**config.mk**
```make
export PLATFORM = sky130hd
export DESIGN_NAME = osc_freq_cal
export DESIGN_NICKNAME = d
export VERILOG_FILES = /design/src/rtl/osc_cal_pkg.sv /design/src/rtl/osc_edge_counter.sv /design/src/rtl/osc_freq_cal.sv
export SDC_FILE = /design/constraint.sdc
export NUM_CORES = 1
export LEC_CHECK = 0
export BUFFER_PORTS_ARGS = -buffer_cell sky130_fd_sc_hd__buf_2
export CAP_MARGIN = 10
export CORE_MARGIN = 1
export CORE_UTILIZATION = 53
export DETAILED_ROUTE_END_ITERATION = 10
export PLACE_DENSITY = 0.8
export RECOVER_POWER = 25
export SLEW_MARGIN = 20
export SYNTH_ARGS = -nofsm -noshare
export SYNTH_HDL_FRONTEND = slang
export SYNTH_SLANG_ARGS = --single-unit
```
**constraint.sdc**
```tcl
create_clock -name clk -period 4.21 [get_ports clk]
set_input_delay 0.421 -clock clk [delete_from_list [all_inputs] [get_ports clk]]
set_output_delay 0.421 -clock clk [all_outputs]
set_load 0.02 [all_outputs]
```
**src/rtl/osc_cal_pkg.sv**
```systemverilog
`default_nettype none
// +----------------------------------------------------------------------------+
// | Module   : osc_cal_pkg                                                     |
// | Desc     : State/phase encodings and coarse thermometer mapping for the    |
// |            ring-oscillator frequency calibration controller.               |
// | Revision : 1.0                                                             |
// +----------------------------------------------------------------------------+
package osc_cal_pkg;

    typedef enum logic [2:0] {
        ST_IDLE        = 3'd0,
        ST_SETTLE      = 3'd1,
        ST_MEASURE     = 3'd2,
        ST_COARSE_EVAL = 3'd3,
        ST_FINE_EVAL   = 3'd4,
        ST_CHECK       = 3'd5,
        ST_DONE        = 3'd6,
        ST_FAIL        = 3'd7
    } cal_state_t;

    typedef enum logic [1:0] {
        PH_COARSE = 2'd0,
        PH_FINE   = 2'd1,
        PH_CHECK  = 2'd2
    } cal_phase_t;

    // Coarse index c lights c bits from bit 0 upward.
    function automatic logic [6:0] coarse_therm(input logic [2:0] idx);
        logic [6:0] w_code;
        w_code = '0;
        for (int i = 0; i < 7; i++) begin
            if (i < int'(idx)) w_code[i] = 1'b1;
        end
        return w_code;
    endfunction

endpackage
`default_nettype wire

```
**src/rtl/osc_edge_counter.sv**
```systemverilog
`default_nettype none
// +----------------------------------------------------------------------------+
// | Module   : osc_edge_counter                                                |
// | Desc     : Windowed saturating counter of synchronized oscillator edges.   |
// | Revision : 1.0                                                             |
// +----------------------------------------------------------------------------+
module osc_edge_counter #(
    parameter int CNT_W = 16
) (
    input  logic             clk,
    input  logic             rstb,
    input  logic             clear,
    input  logic             win_active,
    input  logic             osc_edge,
    output logic [CNT_W-1:0] count
);

    localparam logic [CNT_W-1:0] CNT_MAX = '1;

    logic [CNT_W-1:0] r_count;

    always_ff @(posedge clk or negedge rstb) begin
        if (!rstb) begin
            r_count <= '0;
        end else if (clear) begin
            r_count <= '0;
        end else if (win_active && osc_edge && (r_count != CNT_MAX)) begin
            r_count <= r_count + CNT_W'(1);
        end
    end

    assign count = r_count;

endmodule
`default_nettype wire

```
**src/rtl/osc_freq_cal.sv**
```systemverilog
`default_nettype none
// +----------------------------------------------------------------------------+
// | Module   : osc_freq_cal                                                    |
// | Desc     : Coarse linear + fine binary search of ring-oscillator delay     |
// |            code against a programmed edge-count target.                    |
// | Revision : 1.0                                                             |
// +----------------------------------------------------------------------------+
module osc_freq_cal
    import osc_cal_pkg::*;
#(
    parameter int CNT_W      = 16,
    parameter int WIN_CYC    = 1024,
    parameter int SETTLE_CYC = 16
) (
    input  logic             clk,
    input  logic             rstb,
    input  logic             cal_start,
    input  logic [CNT_W-1:0] target_cnt,
    input  logic [7:0]       tol,
    input  logic [3:0]       con_perb_cfg,
    input  logic             osc_edge,
    output logic             glob_en,
    output logic [6:0]       delay_con_msb,
    output logic [3:0]       delay_con_lsb,
    output logic [3:0]       con_perb,
    output logic             cal_busy,
    output logic             cal_done,
    output logic             cal_fail,
    output logic [CNT_W-1:0] meas_cnt
);

    localparam int TMR_W = $clog2(((WIN_CYC > SETTLE_CYC) ? WIN_CYC : SETTLE_CYC) + 1);

    cal_state_t       r_state;
    cal_phase_t       r_phase;
    logic [2:0]       r_c;
    logic [3:0]       r_f;
    logic [1:0]       r_k;
    logic [TMR_W-1:0] r_cyc;
    logic             r_glob_en;
    logic             r_busy;
    logic             r_done;
    logic             r_fail;
    logic [3:0]       r_con_perb;
    logic [CNT_W-1:0] r_meas;

    logic [CNT_W-1:0] w_count;
    logic [CNT_W:0]   w_diff;
    logic [CNT_W:0]   w_abs;
    logic             w_pass;
    logic [3:0]       w_bit_k;
    logic [3:0]       w_f_kept;

    osc_edge_counter #(
        .CNT_W (CNT_W)
    ) u_counter (
        .clk        (clk),
        .rstb       (rstb),
        .clear      (r_state == ST_SETTLE),
        .win_active (r_state == ST_MEASURE),
        .osc_edge   (osc_edge),
        .count      (w_count)
    );

    // The counter holds its value through the eval cycle, so eval decisions
    // use it directly while meas_cnt is loaded in the same cycle.
    assign w_diff   = {1'b0, w_count} - {1'b0, target_cnt};
    assign w_abs    = w_diff[CNT_W] ? (~w_diff + (CNT_W+1)'(1)) : w_diff;
    assign w_pass   = (w_abs <= (CNT_W+1)'(tol));
    assign w_bit_k  = 4'b0001 << r_k;
    assign w_f_kept = (w_count < target_cnt) ? (r_f & ~w_bit_k) : r_f;

    always_ff @(posedge clk or negedge rstb) begin
        if (!rstb) begin
            r_state    <= ST_IDLE;
            r_phase    <= PH_COARSE;
            r_c        <= '0;
            r_f        <= '0;
            r_k        <= '0;
            r_cyc      <= '0;
            r_glob_en  <= 1'b0;
            r_busy     <= 1'b0;
            r_done     <= 1'b0;
            r_fail     <= 1'b0;
            r_con_perb <= '0;
            r_meas     <= '0;
        end else begin
            r_con_perb <= con_perb_cfg;
            case (r_state)
                ST_IDLE, ST_DONE, ST_FAIL: begin
                    if (cal_start) begin
                        r_c       <= '0;
                        r_f       <= 4'hF;
                        r_k       <= 2'd3;
                        r_phase   <= PH_COARSE;
                        r_glob_en <= 1'b1;
                        r_busy    <= 1'b1;
                        r_done    <= 1'b0;
                        r_fail    <= 1'b0;
                        r_cyc     <= '0;
                        r_state   <= ST_SETTLE;
                    end
                end
                ST_SETTLE: begin
                    if (r_cyc == TMR_W'(SETTLE_CYC - 1)) begin
                        r_cyc   <= '0;
                        r_state <= ST_MEASURE;
                    end else begin
                        r_cyc <= r_cyc + TMR_W'(1);
                    end
                end
                ST_MEASURE: begin
                    if (r_cyc == TMR_W'(WIN_CYC - 1)) begin
                        r_cyc <= '0;
                        case (r_phase)
                            PH_COARSE: r_state <= ST_COARSE_EVAL;
                            PH_FINE:   r_state <= ST_FINE_EVAL;
                            default:   r_state <= ST_CHECK;
                        endcase
                    end else begin
                        r_cyc <= r_cyc + TMR_W'(1);
                    end
                end
                ST_COARSE_EVAL: begin
                    r_meas  <= w_count;
                    r_state <= ST_SETTLE;
                    if ((w_count > target_cnt) && (r_c != 3'd7)) begin
                        r_c <= r_c + 3'd1;
                    end else begin
                        r_f     <= 4'b1000;
                        r_k     <= 2'd3;
                        r_phase <= PH_FINE;
                    end
                end
                ST_FINE_EVAL: begin
                    r_meas  <= w_count;
                    r_state <= ST_SETTLE;
                    if (r_k != 2'd0) begin
                        r_f <= w_f_kept | (w_bit_k >> 1);
                        r_k <= r_k - 2'd1;
                    end else begin
                        r_f     <= w_f_kept;
                        r_phase <= PH_CHECK;
                    end
                end
                ST_CHECK: begin
                    r_meas <= w_count;
                    r_busy <= 1'b0;
                    if (w_pass) begin
                        r_done  <= 1'b1;
                        r_state <= ST_DONE;
                    end else begin
                        r_fail  <= 1'b1;
                        r_state <= ST_FAIL;
                    end
                end
                default: r_state <= ST_IDLE;
            endcase
        end
    end

    assign glob_en       = r_glob_en;
    assign delay_con_msb = coarse_therm(r_c);
    assign delay_con_lsb = r_f;
    assign con_perb      = r_con_perb;
    assign cal_busy      = r_busy;
    assign cal_done      = r_done;
    assign cal_fail      = r_fail;
    assign meas_cnt      = r_meas;

endmodule
`default_nettype wire

```
; After elaboration in Yosys (flattened, before gate mapping)
; Index checks and enable logic that the tools add are counted.
[word_totals]
ramBits = 0
wordCells = 122
ff_bits = 65
input_bits = 32
output_inout_bits = 35
mem_count = 0
rom_bits = 0
latch_bits = 0
[op_classes]
n_reduce_logical = 24
n_div = 0
n_shift = 1
n_eq_ne = 21
n_addsub = 6
mul = 0
muxes = 43
order_cmp = 10
bitwise_logic = 4
[ops]
columns = operator, n
row1 = $mux 11, 3
row2 = $pmux 11 s3, 1
row3 = $mux 16, 2
row4 = $ne 2x2->1 const B, 9
row5 = $add 17x1->17 const B, 1
row6 = $le 17x8->1, 1
row7 = $mux 17, 1
row8 = $not 17->17, 1
row9 = $sub 16x16->17, 1
row10 = $add 16x1->16 const B, 1
row11 = $gt 16x16->1, 1
row12 = $lt 16x16->1, 1
row13 = $mux 4, 4
row14 = $ne 16x16->1 const B, 1
row15 = $mux 3, 5
row16 = $pmux 3 s5, 1
row17 = $reduce_and 3->1, 5
row18 = $eq 3x3->1 const B, 4
row19 = $mux 1, 12
row20 = $mux 2, 6
row21 = $pmux 2 s3, 2
row22 = $pmux 3 s2, 2
row23 = $pmux 4 s3, 1
row24 = $add 11x1->11 const B, 1
row25 = 25 further kinds, 42

; Depth between registers and ports, before layout
; Gate-level depths: netlist of run 1.
[depth]
ltp_word = 7
ltp_mapped = 22
mapped_depth_nobuf = 21

; Hierarchy
; A second synthesis of run 1 with hierarchy kept.
[hier_totals]
hier_cells = 580
hier_area_um2 = 4899.7
[by_module_without_submodules]
columns = module, area_each_um2, cells_per_inst, n_inst
row1 = osc_freq_cal, 3978.8, 477, 1
row2 = osc_edge_counter, 920.9, 103, 1

; Least setup slack after synthesis of run 1
; Ideal clock, no wire load.
[synth_timing]
path_type = register to register
from = reg u_counter.r_count[0] (netlist: u_counter.count[0])
to = reg r_fail (netlist: cal_fail)
path_buffers = 1
setup_slack_ns = 0.195
t_arrival_ns = 3.880
setup_time_ns = 0.134
path_stages_with_launch = 23
synth_period_minus_slack_ns = 4.015
cell_sequence = dfrtp_1 > inv_1 > ha_1 > fa_1 > nor2b_4 > o31a_2 > nand3_1 > a21oi_1 > a211o_1 > clkbuf_1 > nor2_1 > a21oi_1 > ha_1 > nor2b_1 > o21a_1 > o21a_1 > o21ai_0 > nand2_1 > o2111ai_1 > a21oi_1 > a2111o_1 > nor3_2 > a211oi_1
[synth_between]
elab_chain_cells = 7
[synth_lines]
columns = item, line
row1 = "start, declared", osc_edge_counter.sv:20  ; logic [CNT_W-1:0] r_count;
row2 = "start signal, assigned", osc_edge_counter.sv:28  ; r_count <= r_count + CNT_W'(1);
row3 = $sub 16x16->17 *, osc_freq_cal.sv:67  ; assign w_diff = {1'b0, w_count} - {1'b0, target_cnt};
row4 = $not 17->17, osc_freq_cal.sv:68  ; assign w_abs = w_diff[CNT_W] ? (~w_diff + (CNT_W+1)'(1)) : w_diff;
row5 = $add 17x1->17, osc_freq_cal.sv:68
row6 = $mux 17 *, osc_freq_cal.sv:68
row7 = $le 17x8->1 *, osc_freq_cal.sv:69  ; assign w_pass = (w_abs <= (CNT_W+1)'(tol));
row8 = $ne 2x2->1 (no source line) *, --
row9 = $reduce_and 3->1 (no source line) *, --
row10 = "end signal, assigned", osc_freq_cal.sv:84  ; r_fail <= 1'b0;
row11 = "end signal, assigned", osc_freq_cal.sv:99  ; r_fail <= 1'b0;
row12 = "end signal, assigned", osc_freq_cal.sv:153  ; r_fail <= 1'b1;
row13 = "end, declared", osc_freq_cal.sv:43  ; logic r_fail;
; Every way passes the cells marked *; elsewhere a longest branch is shown, timed or not.
; A chain may end at the register's enable or synchronous reset.

; Worst setup path in the final report of run 1
[layout_timing]
from = reg u_counter.r_count[11] (netlist: u_counter.count[11])
to = reg r_fail (netlist: cal_fail)
; Same word-level chain as after synthesis.

==> results of run 1 <==
## kinds of logic after synthesis
group	synth area share
compound gates	0.196
xor+xnor	0.0711
fa+ha+maj	0.0902
buf+inv	0.0472
flops	0.339
mux	0.0482
simple gates	0.208
## placed cells by master (no fill, tap or decap), types with 3 or more instances in the layout
| master | Yosys | routed |
|---|---|---|
| xor2_1 | 20 | 20 |
| nand4_1 | 8 | 8 |
| nand2_1 | 43 | 43 |
| nand2b_1 | 3 | 3 |
| or3_1 | 5 | 5 |
| clkbuf_1 | 10 | 3 |
| a31oi_1 | 3 | 3 |
| a211o_1 | 5 | 5 |
| mux2_2 | 17 | 17 |
| a211oi_1 | 3 | 3 |
| o311ai_0 | 3 | 3 |
| a21oi_1 | 32 | 31 |
| dfrtp_1 | 65 | 64 |
| nor3b_1 | 3 | 3 |
| nor2_1 | 58 | 57 |
| mux2i_1 | 4 | 4 |
| and2_1 | 4 | 4 |
| o21ai_0 | 31 | 31 |
| nand3_1 | 20 | 20 |
| nor2b_1 | 6 | 6 |
| a21oi_2 | 3 | 4 |
| inv_1 | 38 | 38 |
| and3_1 | 12 | 12 |
| o22ai_1 | 5 | 5 |
| o21ai_1 | 3 | 3 |
| and4_1 | 3 | 3 |
| o21a_1 | 7 | 7 |
| ha_1 | 33 | 33 |
| buf_4 | 2 | 8 |
| xnor2_1 | 19 | 19 |
| buf_2 | 2 | 65 |
| nor3_1 | 11 | 11 |
| clkbuf_8 | 0 | 11 |
## flip-flops by register name, indices dropped and copies added (netlist names)
| signal | cells |
|---|---|
| meas_cnt | 16 |
| u_counter.count | 16 |
| glob_en | 1 |
| r_state | 3 |
| cal_done | 1 |
| delay_con_lsb | 4 |
| r_k | 2 |
| con_perb | 4 |
| r_c | 3 |
| r_cyc | 11 |
| cal_fail | 1 |
| cal_busy | 1 |
| r_phase | 2 |
## path summary, 6_finish.rpt
kind / depth (start not counted) / to / slack [ns]
min reg2reg: 1 / glob_en$_DFFE_PN0P_ / 0.46
max in group asynchronous: 2 / u_counter.count[0]$_DFFE_PN0P_ / 1.29
max: 17 / cal_fail$_DFFE_PN0P_ / 0.21
min in group asynchronous: 1 / delay_con_lsb[1]$_DFFE_PN0P_ / 0.62
max reg2reg: 17 / cal_fail$_DFFE_PN0P_ / 0.21
min: 1 / con_perb[3]$_DFF_PN0_ / 0.19
## per-layer routing
metal  vias up  routed length [um]  track usage
met5         -                   0            0
met4         0                 288       0.0987
met3        31                 609       0.0345
met2       179                5380        0.397
met1      2004                5320        0.340
li1       2070                   -            -
## area by class of cell
| cell class | count | area (um^2) | share of cell area |
|---|---|---|---|
| multi-input cells | 418 | 2960 | 0.543 |
| flip-flops and latches | 65 | 1630 | 0.298 |
| repair buffers | 75 | 393 | 0.0720 |
| clock buffers | 12 | 155 | 0.0284 |
| inverters | 38 | 143 | 0.0261 |
| well taps | 108 | 135 | 0.0248 |
| clock inverters | 3 | 40.0 | 0.00734 |
## worst register-to-register path, cell delays in order, from the launching register on
cell and delay [ns]:
dfrtp_1 0.45, ha_1 0.41, and3_1 0.31, a31oi_1 0.28, a21oi_2 0.10, a211o_1 0.29
a21oi_1 0.19, ha_1 0.27, nor2b_1 0.14, o21a_1 0.17, o21a_1 0.16, o21ai_0 0.18
nand2_1 0.08, o2111ai_1 0.07, a21oi_1 0.09, a2111o_1 0.38, nor3_4 0.18, a211oi_1 0.11
## per-stage QoR
step                      setup WS, ns  total power [W]
after floorplan                  0.195          0.00157
after global placement           0.161          0.00179
after detailed placement       -0.0365          0.00185
after CTS                     0.000779          0.00239
after global routing            0.0129          0.00256
final                            0.213          0.00240
## power by group through the flow
stage / registers [W] / clock network (W) / logic, W
2_1_floorplan: 0.000835 / 0 / 0.000733
3_3_place_gp: 0.000840 / 0 / 0.000945
3_5_place_dp: 0.000849 / 0 / 0.000996
4_1_cts: 0.000840 / 0.000544 / 0.00101
5_1_grt: 0.000855 / 0.000569 / 0.00113
6_report: 0.000840 / 0.000538 / 0.00102
## repair_timing
item | 4_1_cts | 5_1_grt
endpoints found under the setup margin | 2 | 3
pin swaps | 0 | 3
resized for setup | 1 | 3
buffers inserted | 0 | 1
endpoints found under the hold margin | 0 | 0
==> run summary, run 1 <==
Area Growth Syn to Fin: 13.7%
cts-stage hold buffer count: 0
dpl cells: 703
Slew headroom: -0.314
Final Core Density: 0.623
synthesized flop and latch total: 65
ranking of synthesized cells by area: dfrtp_1 34%, ha_1 8.6%, nor2_1 4.5%
Longest Clk Path Bufs: 2
Pre-antenna DRT Iters: 5
Post-synth top cells: 65 x dfrtp_1, 58 x nor2_1, 43 x nand2_1, 38 x inv_1, 33 x ha_1
Max Cap Viol: 2
largest area contributor in the netlist: dfrtp_1
Post-Syn Nets: 604
pwr/cell area: 440 nW/um^2
largest net degree at the start of global routing: 38
# fillers: 717
Clk network pwr share: 0.224
setup tns final: 0 ns
Buf/Inv on CP: 0
fmax: 0.250 GHz
post-layout net count: 673
CTS tree: built
Post-synth EDFFs: 0
Initial Util: 0.548
yosys warns: 0
Synth Instances: 538
Logic pwr share: 0.426
RSZ-0062 raised after global routing: no
Switch Pwr: 0.000994 W
post-DP HPWL: 8710 um
Worst Path Arrival: 4.20 ns
Iter 0 DRT Violations: 229
Worst Setup End Kind: flop
Die ar.: 9440 um^2
Tmin final: 4.00 ns
worst r2r src: u_counter.count[11]$_DFFE_PN0P_
Seq/Total Area, Yosys: 0.339
Worst setup startpoint: u_counter.count[11]$_DFFE_PN0P_
ordered cell list for the critical path: ha_1, and3_1, a31oi_1, a21oi_2, a211o_1, a21oi_1, ha_1, nor2b_1, o21a_1, o21a_1, o21ai_0, nand2_1, o2111ai_1, a21oi_1, a2111o_1, nor3_4, a211oi_1
root buffer cell: clkbuf_8
ANT cells: 0
wirelength, routed: 11600 um
hold_sp: con_perb_cfg[3]
Clock transition at path regs: 0.07 ns
Worst path max stage delay: 0.45 ns
slowest cell on the critical path: dfrtp_1
type of origin of the critical path: flop
worst-path maximum fanout: 8
Least-Margin Pin Slew: 1.97 ns
initial antenna violation count: 0
total track usage: 0.248
number of global-route vias before repair: 3981
Post-synth ARST share: 1.00
ys flop type: dfrtp_1
CP top delay family: compound AO/OA/AOI/OAI gates
global route overflow: 0
core box area: 8760 um^2
run status: complete, but fails checks
Post-Layout Cell Count: 719
Post-Syn Area: 4800 um^2
IO buf count: 66
Critical Path RT: 4.41 ns
Final Cycle Share: 0.949
sw frac: 0.414
Hold Path Class: in -> reg
Synth top area share: 0.339
cell leakage power: 2.68 nW
Crit Path Class: reg -> reg
layout cell share with drive strength beyond 1: 0.216
top-count cell post-synth: dfrtp_1
DR vias/cell: 5.96
design area: 5460 um^2
Worst VDD drop: 0.258 mV
Reg power frac: 0.350
Final ANT Viol Nets: 0
die height: 97.2 um
failing checks: capacitance limit, slew limit
max-slew violations: 38
clk_lat worst skew: 0.34 ns
Die Width: 97.2 um
final setup fails: 0
Final Hold Fails: 0
Fin Hold WS: 0.190 ns
Post-DP Area: 5240 um^2
clk sinks: 65
post-synthesis cell type count: 78
DRC errors left: 0
IO Pins: 67
average size of a mapped cell: 8.92 um^2
H-Tree Depth: 3
GPL Wtd Cong: 0.915
vias: 4284
total CTS buffers: 9
first-pass GRT wire length: 19100 um
clk_skew: 0.0106 ns
std cell rows: 34
Wirelength per Cell: 16.1 um
Cell Int Power: 0.00141 W
No activity file was read; power rests on OpenSTA's default activity.
==> run 2, diff against run 1 <==
Settings changed: ABC_AREA set to 1, CORE_ASPECT_RATIO set to 1.1, RECOVER_POWER 25 to unset.
==> run summary, run 2 <==
fmax: 0.264 GHz
Final Cycle Share: 0.900
yosys warns: 0
Die Width: 95.1 um
vias: 4978
run status: finished clean
Worst VDD drop: 0.456 mV
Setup WS pre-CTS: 0.396 ns
Synth top area share: 0.322
Worst Setup End Kind: flop
type of origin of the critical path: flop
core box area: 9310 um^2
Post-synth EDFFs: 0
Final ANT Viol Nets: 0
DR vias/cell: 5.24
postcts setup bufs: 0
wirelength, routed: 12000 um
ys flop type: dfrtp_1
Slew headroom: 0.532
CTS tree: built
Logic pwr share: 0.475
cts-stage hold buffer count: 0
Crit Path Class: reg -> reg
setup tns final: 0 ns
Iter 0 DRT Violations: 347
most frequent cells in the layout: 190 x nand2_1, 139 x inv_1, 69 x nor2_1
total track usage: 0.262
Hold Path Class: in -> async
post-layout net count: 894
commonest non-fill, non-tap cell in the layout: nand2_1
ranking of synthesized cells by area: dfrtp_1 32%, nand2_1 14%, inv_1 10%
Synth Instances: 755
Pre-antenna DRT Iters: 7
Post-Syn Nets: 821
max-slew violations: 0
layout cell share with drive strength beyond 1: 0.161
flop2flop setup slack: 0.42 ns
cell leakage power: 3.18 nW
post-cts gate resize count: 0
total CTS buffers: 9
Final Hold Fails: 0
Critical Path RT: 4.45 ns
clk sinks: 65
Switch Pwr: 0.00114 W
DRC errors left: 0
post-DP HPWL: 9650 um
final worst slack: 0.421 ns
initial antenna violation count: 0
die height: 104 um
Cell Int Power: 0.00138 W
worst-path maximum fanout: 8
Tmin final: 3.79 ns
largest area contributor in the netlist: dfrtp_1
H-Tree Depth: 3
Post-Syn Area: 5060 um^2
sw frac: 0.453
RSZ-0062 raised after global routing: no
Least-Margin Pin Slew: 0.695 ns
clk_skew: 0.00299 ns
Clk network pwr share: 0.210
root buffer cell: clkbuf_8
Area Growth Syn to Fin: 13.1%
# fillers: 848
Clock transition at path regs: 0.07 ns
IO Pins: 67
Worst Path Arrival: 4.03 ns
global route overflow: 0
Longest Clk Path Bufs: 2
average size of a mapped cell: 6.70 um^2
Reg power frac: 0.315
clk_lat worst skew: 0.35 ns
number of global-route vias before repair: 4681
Post-synth top cells: 190 x nand2_1, 139 x inv_1, 69 x nor2_1, 65 x dfrtp_1, 51 x nand3_1
synthesized flop and latch total: 65
pwr/cell area: 441 nW/um^2
Initial Util: 0.543
final setup fails: 0
IO buf count: 66
Die ar.: 9930 um^2
ANT cells: 0
Post-synth ARST share: 1.00
top-count cell post-synth: nand2_1
std cell rows: 37
GPL Wtd Cong: 0.944
Max Cap Viol: 0
post-synthesis cell type count: 40
Seq/Total Area, Yosys: 0.322
largest net degree at the start of global routing: 43
Wirelength per Cell: 12.6 um
first-pass GRT wire length: 20600 um
==> run 2: changes by cell type after synthesis, sizes merged, moves of 7 or more <==
| cell | before | now |
|---|---|---|
| inv | 38 | 149 |
| nand3 | 21 | 54 |
| nor2 | 58 | 80 |
| nand2 | 43 | 206 |
| and3 | 12 | 0 |
| xnor2 | 19 | 0 |
| o21ai | 34 | 47 |
| xor2 | 20 | 7 |
| o21a | 7 | 0 |
| nor2b | 7 | 0 |
| clkbuf | 12 | 5 |
| mux2 | 17 | 0 |
==> run 2: routing by layer <==
layer / part of all wire / global-route usage / vias to the layer above / routed length (um)
li1: - / - / 2550 / -
met1: 0.45 / 0.342 / 2271 / 5380
met2: 0.48 / 0.423 / 132 / 5720
met3: 0.051 / 0.0541 / 25 / 610
met4: 0.025 / 0.0942 / 0 / 302
met5: 0 / 0 / - / 0
==> run 2: kinds of logic after synthesis <==
family                     after synthesis  synth area share
AOI/OAI and AO/OA                      103             0.114
adders and majority gates               34            0.0856
DFF                                     65             0.322
and+or+nand+nor                        386             0.343
xor gates and xnor gates                 7            0.0121
buffers and inverters                  160             0.123
==> run 2: layout make-up <==
cell class / count / area (um^2) / share of cell area
Multi-Input combinational cell: 530 / 2810 / 0.492
Sequential cell: 65 / 1630 / 0.284
Inverter: 150 / 563 / 0.0984
Timing Repair Buffer: 72 / 375 / 0.0656
Tap cell: 117 / 146 / 0.0256
Clock buffer: 11 / 141 / 0.0247
Clock inverter: 5 / 55.1 / 0.00962
==> run 2: per-stage QoR <==
step           power (W)  instance area, um^2  utilization  std cells  hold WS [ns]
4_1_cts          0.00252                 5710        0.614        950        0.0514
6_report         0.00252                 5720        0.615        950        0.0420
2_1_floorplan    0.00166                 5060            -        755         0.125
5_1_grt          0.00273                 5720        0.615        950        0.0847
3_5_place_dp     0.00199                 5520        0.593        934         0.431
3_3_place_gp     0.00193                 5520        0.593        934         0.419
==> run 2: worst max-delay path, cell delays in order, from the launching register on <==
cell     delay, ns
dfrtp_1       0.39
inv_1         0.11
ha_1          0.22
fa_1          0.38
inv_1         0.12
nand3_1       0.12
nand2_1       0.13
nand2_1       0.08
nand3_1       0.14
a21oi_4       0.11
nand2_1       0.08
xor2_1        0.14
inv_1         0.06
ha_1          0.28
a21oi_1       0.15
o21ai_0       0.11
nor2_1        0.09
o21ai_0       0.09
a21oi_1       0.13
nor2_1        0.06
a21oi_1       0.17
nand3_1       0.12
nor2_2        0.10
nand2_1       0.07
nand2_2       0.07
nand2_1       0.05
nand2_1       0.05
nand2_1       0.05
==> run 2: final timing paths <==
path,from,to,depth (start not counted)
worst max-delay path,u_counter.count[0]$_DFFE_PN0P_,cal_done$_DFFE_PN0P_,27
worst min-delay path,rstb,glob_en$_DFFE_PN0P_,1
worst max register to register,u_counter.count[0]$_DFFE_PN0P_,cal_done$_DFFE_PN0P_,27
worst min register to register,cal_fail$_DFFE_PN0P_,cal_fail$_DFFE_PN0P_,2
max in group asynchronous,rstb,meas_cnt[2]$_DFFE_PN0P_,2
min in group clk,con_perb_cfg[3],con_perb[3]$_DFF_PN0_,1
==> run 2: power by group through the flow <==
stage                     registers [W]  clock network (W)  logic, W
after detailed placement       0.000804                  0   0.00118
final                          0.000795           0.000530   0.00120
after global routing           0.000809           0.000565   0.00135
after floorplan                0.000833                  0  0.000829
after global placement         0.000799                  0   0.00113
after CTS                      0.000794           0.000539   0.00119
==> run 3, diff against run 2 <==
==> constraint.sdc (replaced) <==
create_clock -name clk -period 4.21 [get_ports clk]
set_input_delay 0.2105 -clock clk [delete_from_list [all_inputs] [get_ports clk]]
set_output_delay 0.2105 -clock clk [all_outputs]
set_load 0.02 [all_outputs]
==> run summary, run 3 (same netlist as run 2, synthesis figures left out) <==
Area Growth Syn to Fin: 13.8%
Die ar.: 9930 um^2
core box area: 9310 um^2
fmax: 0.264 GHz
Worst VDD drop: 0.440 mV
cell leakage power: 3.19 nW
Critical Path RT: 4.46 ns
clk_skew: 0.00779 ns
dpl cells: 932
Crit Path Class: reg -> reg
die height: 104 um
Die Width: 95.1 um
Pre-antenna DRT Iters: 5
Worst Path Arrival: 4.05 ns
CP top delay family: simple AND/OR/NAND/NOR gates
clk_lat worst skew: 0.36 ns
initial antenna violation count: 0
setup tns final: 0 ns
CTS tree: built
total track usage: 0.270
Crit path top cell by count: nand2_1
DR vias/cell: 5.35
type of origin of the critical path: flop
Max Cap Viol: 0
Buf/Inv on CP: 4
Hold Path Class: in -> async
largest net degree at the start of global routing: 66
GPL Wtd Cong: 0.904
slowest cell on the critical path: dfrtp_1
run status: finished clean
Slew headroom: 0.444
wirelength, routed: 12400 um
Worst Setup End Kind: flop
std cell rows: 37
final setup fails: 0
postcts setup bufs: 0
Least-Margin Pin Slew: 0.834 ns
Initial Util: 0.543
Final Cycle Share: 0.901
Setup WS pre-CTS: 0.427 ns
# fillers: 852
Post-Layout Cell Count: 951
clk sinks: 65
Tmin final: 3.79 ns
cts-stage hold buffer count: 4
RSZ-0062 raised after global routing: no
Final Hold Fails: 0
Iter 0 DRT Violations: 337
H-Tree Depth: 3
IO Pins: 67
layout cell share with drive strength beyond 1: 0.156
power consumption: 0.00258 W
most frequent cells in the layout: 190 x nand2_1, 139 x inv_1, 69 x nor2_1
Clock transition at path regs: 0.07 ns
Reg area: 1630 um^2
max-slew violations: 0
Multi-input gate area: 2810 um^2
final worst slack: 0.416 ns
Worst path max stage delay: 0.41 ns
number of global-route vias before repair: 4797
post-layout net count: 896
worst-path maximum fanout: 6
Wirelength per Cell: 13.0 um
pwr/cell area: 449 nW/um^2
Final ANT Viol Nets: 0
global route overflow: 0
post-cts gate resize count: 0
root buffer cell: clkbuf_8
first-pass GRT wire length: 21200 um
DRC errors left: 0
vias: 5086
ANT cells: 0
Longest Clk Path Bufs: 2
commonest non-fill, non-tap cell in the layout: nand2_1
IO buf count: 66
post-DP HPWL: 9760 um
total CTS buffers: 9
run 3: cell types whose count changed in the layout (fill, tap and decap cells not counted):
cell / change
dlygate4sd3_1: +4
bufinv_16: +1
buf_4: -2
clkbuf_1: +1
clkinv_2: -1
a21oi_4: -1
a21oi_2: +1
clkinvlp_4: -2
run 3: final timing paths:
| check | startpoint | end | slack, ns | cells after the start |
|---|---|---|---|---|
| worst max register to register | u_counter.count[0]$_DFFE_PN0P_ | cal_done$_DFFE_PN0P_ | 0.42 | 29 |
| worst min register to register | cal_busy$_DFFE_PN0P_ | cal_busy$_DFFE_PN0P_ | 0.48 | 2 |
| max in group asynchronous | rstb | u_counter.count[0]$_DFFE_PN0P_ | 3.62 | 2 |
| min in group clk | cal_start | cal_busy$_DFFE_PN0P_ | 0.20 | 3 |
| worst min-delay path | rstb | r_cyc[4]$_DFFE_PN0P_ | 0.01 | 2 |
| worst max-delay path | u_counter.count[0]$_DFFE_PN0P_ | cal_done$_DFFE_PN0P_ | 0.42 | 29 |
run 3: final cells by class:
class / instances / share of cell area
Tap cell: 117 / 0.0255
Inverter: 150 / 0.0979
Multi-Input combinational cell: 530 / 0.488
Sequential cell: 65 / 0.283
Clock buffer: 12 / 0.0252
Timing Repair Buffer: 74 / 0.0696
Clock inverter: 3 / 0.0113
run 3: through the flow:
step	util	hold slack, ns	instance area (um^2)
2_1_floorplan	-	-0.0851	5060
3_3_place_gp	0.591	0.320	5500
3_5_place_dp	0.591	0.320	5500
4_1_cts	0.618	0.0619	5750
5_1_grt	0.618	0.103	5750
6_report	0.618	0.0117	5750
run 3: worst register-to-register path, delay by kind of cell, from the launching register on:
family | cells | cell delay (ns)
xor gates and xnor gates | 1 | 0.18
buffers and inverters | 4 | 0.41
adders and majority gates | 3 | 0.64
AOI/OAI and AO/OA | 4 | 0.68
DFF | 1 | 0.41
and+or+nand+nor | 17 | 1.38
run 3: routing by layer:
metal | wire [um] | track usage | up-vias
met5 | 0 | 0 | -
met4 | 262 | 0.0985 | 0
met3 | 584 | 0.0490 | 25
met2 | 5970 | 0.438 | 155
met1 | 5560 | 0.354 | 2343
li1 | - | - | 2563
run 3: power breakdown:
part	internal, W	switching [W]
Clock	0.000346	0.000241
Combinational	0.000376	0.000824
Sequential	0.000719	0.0000760
Total	0.00144	0.00114
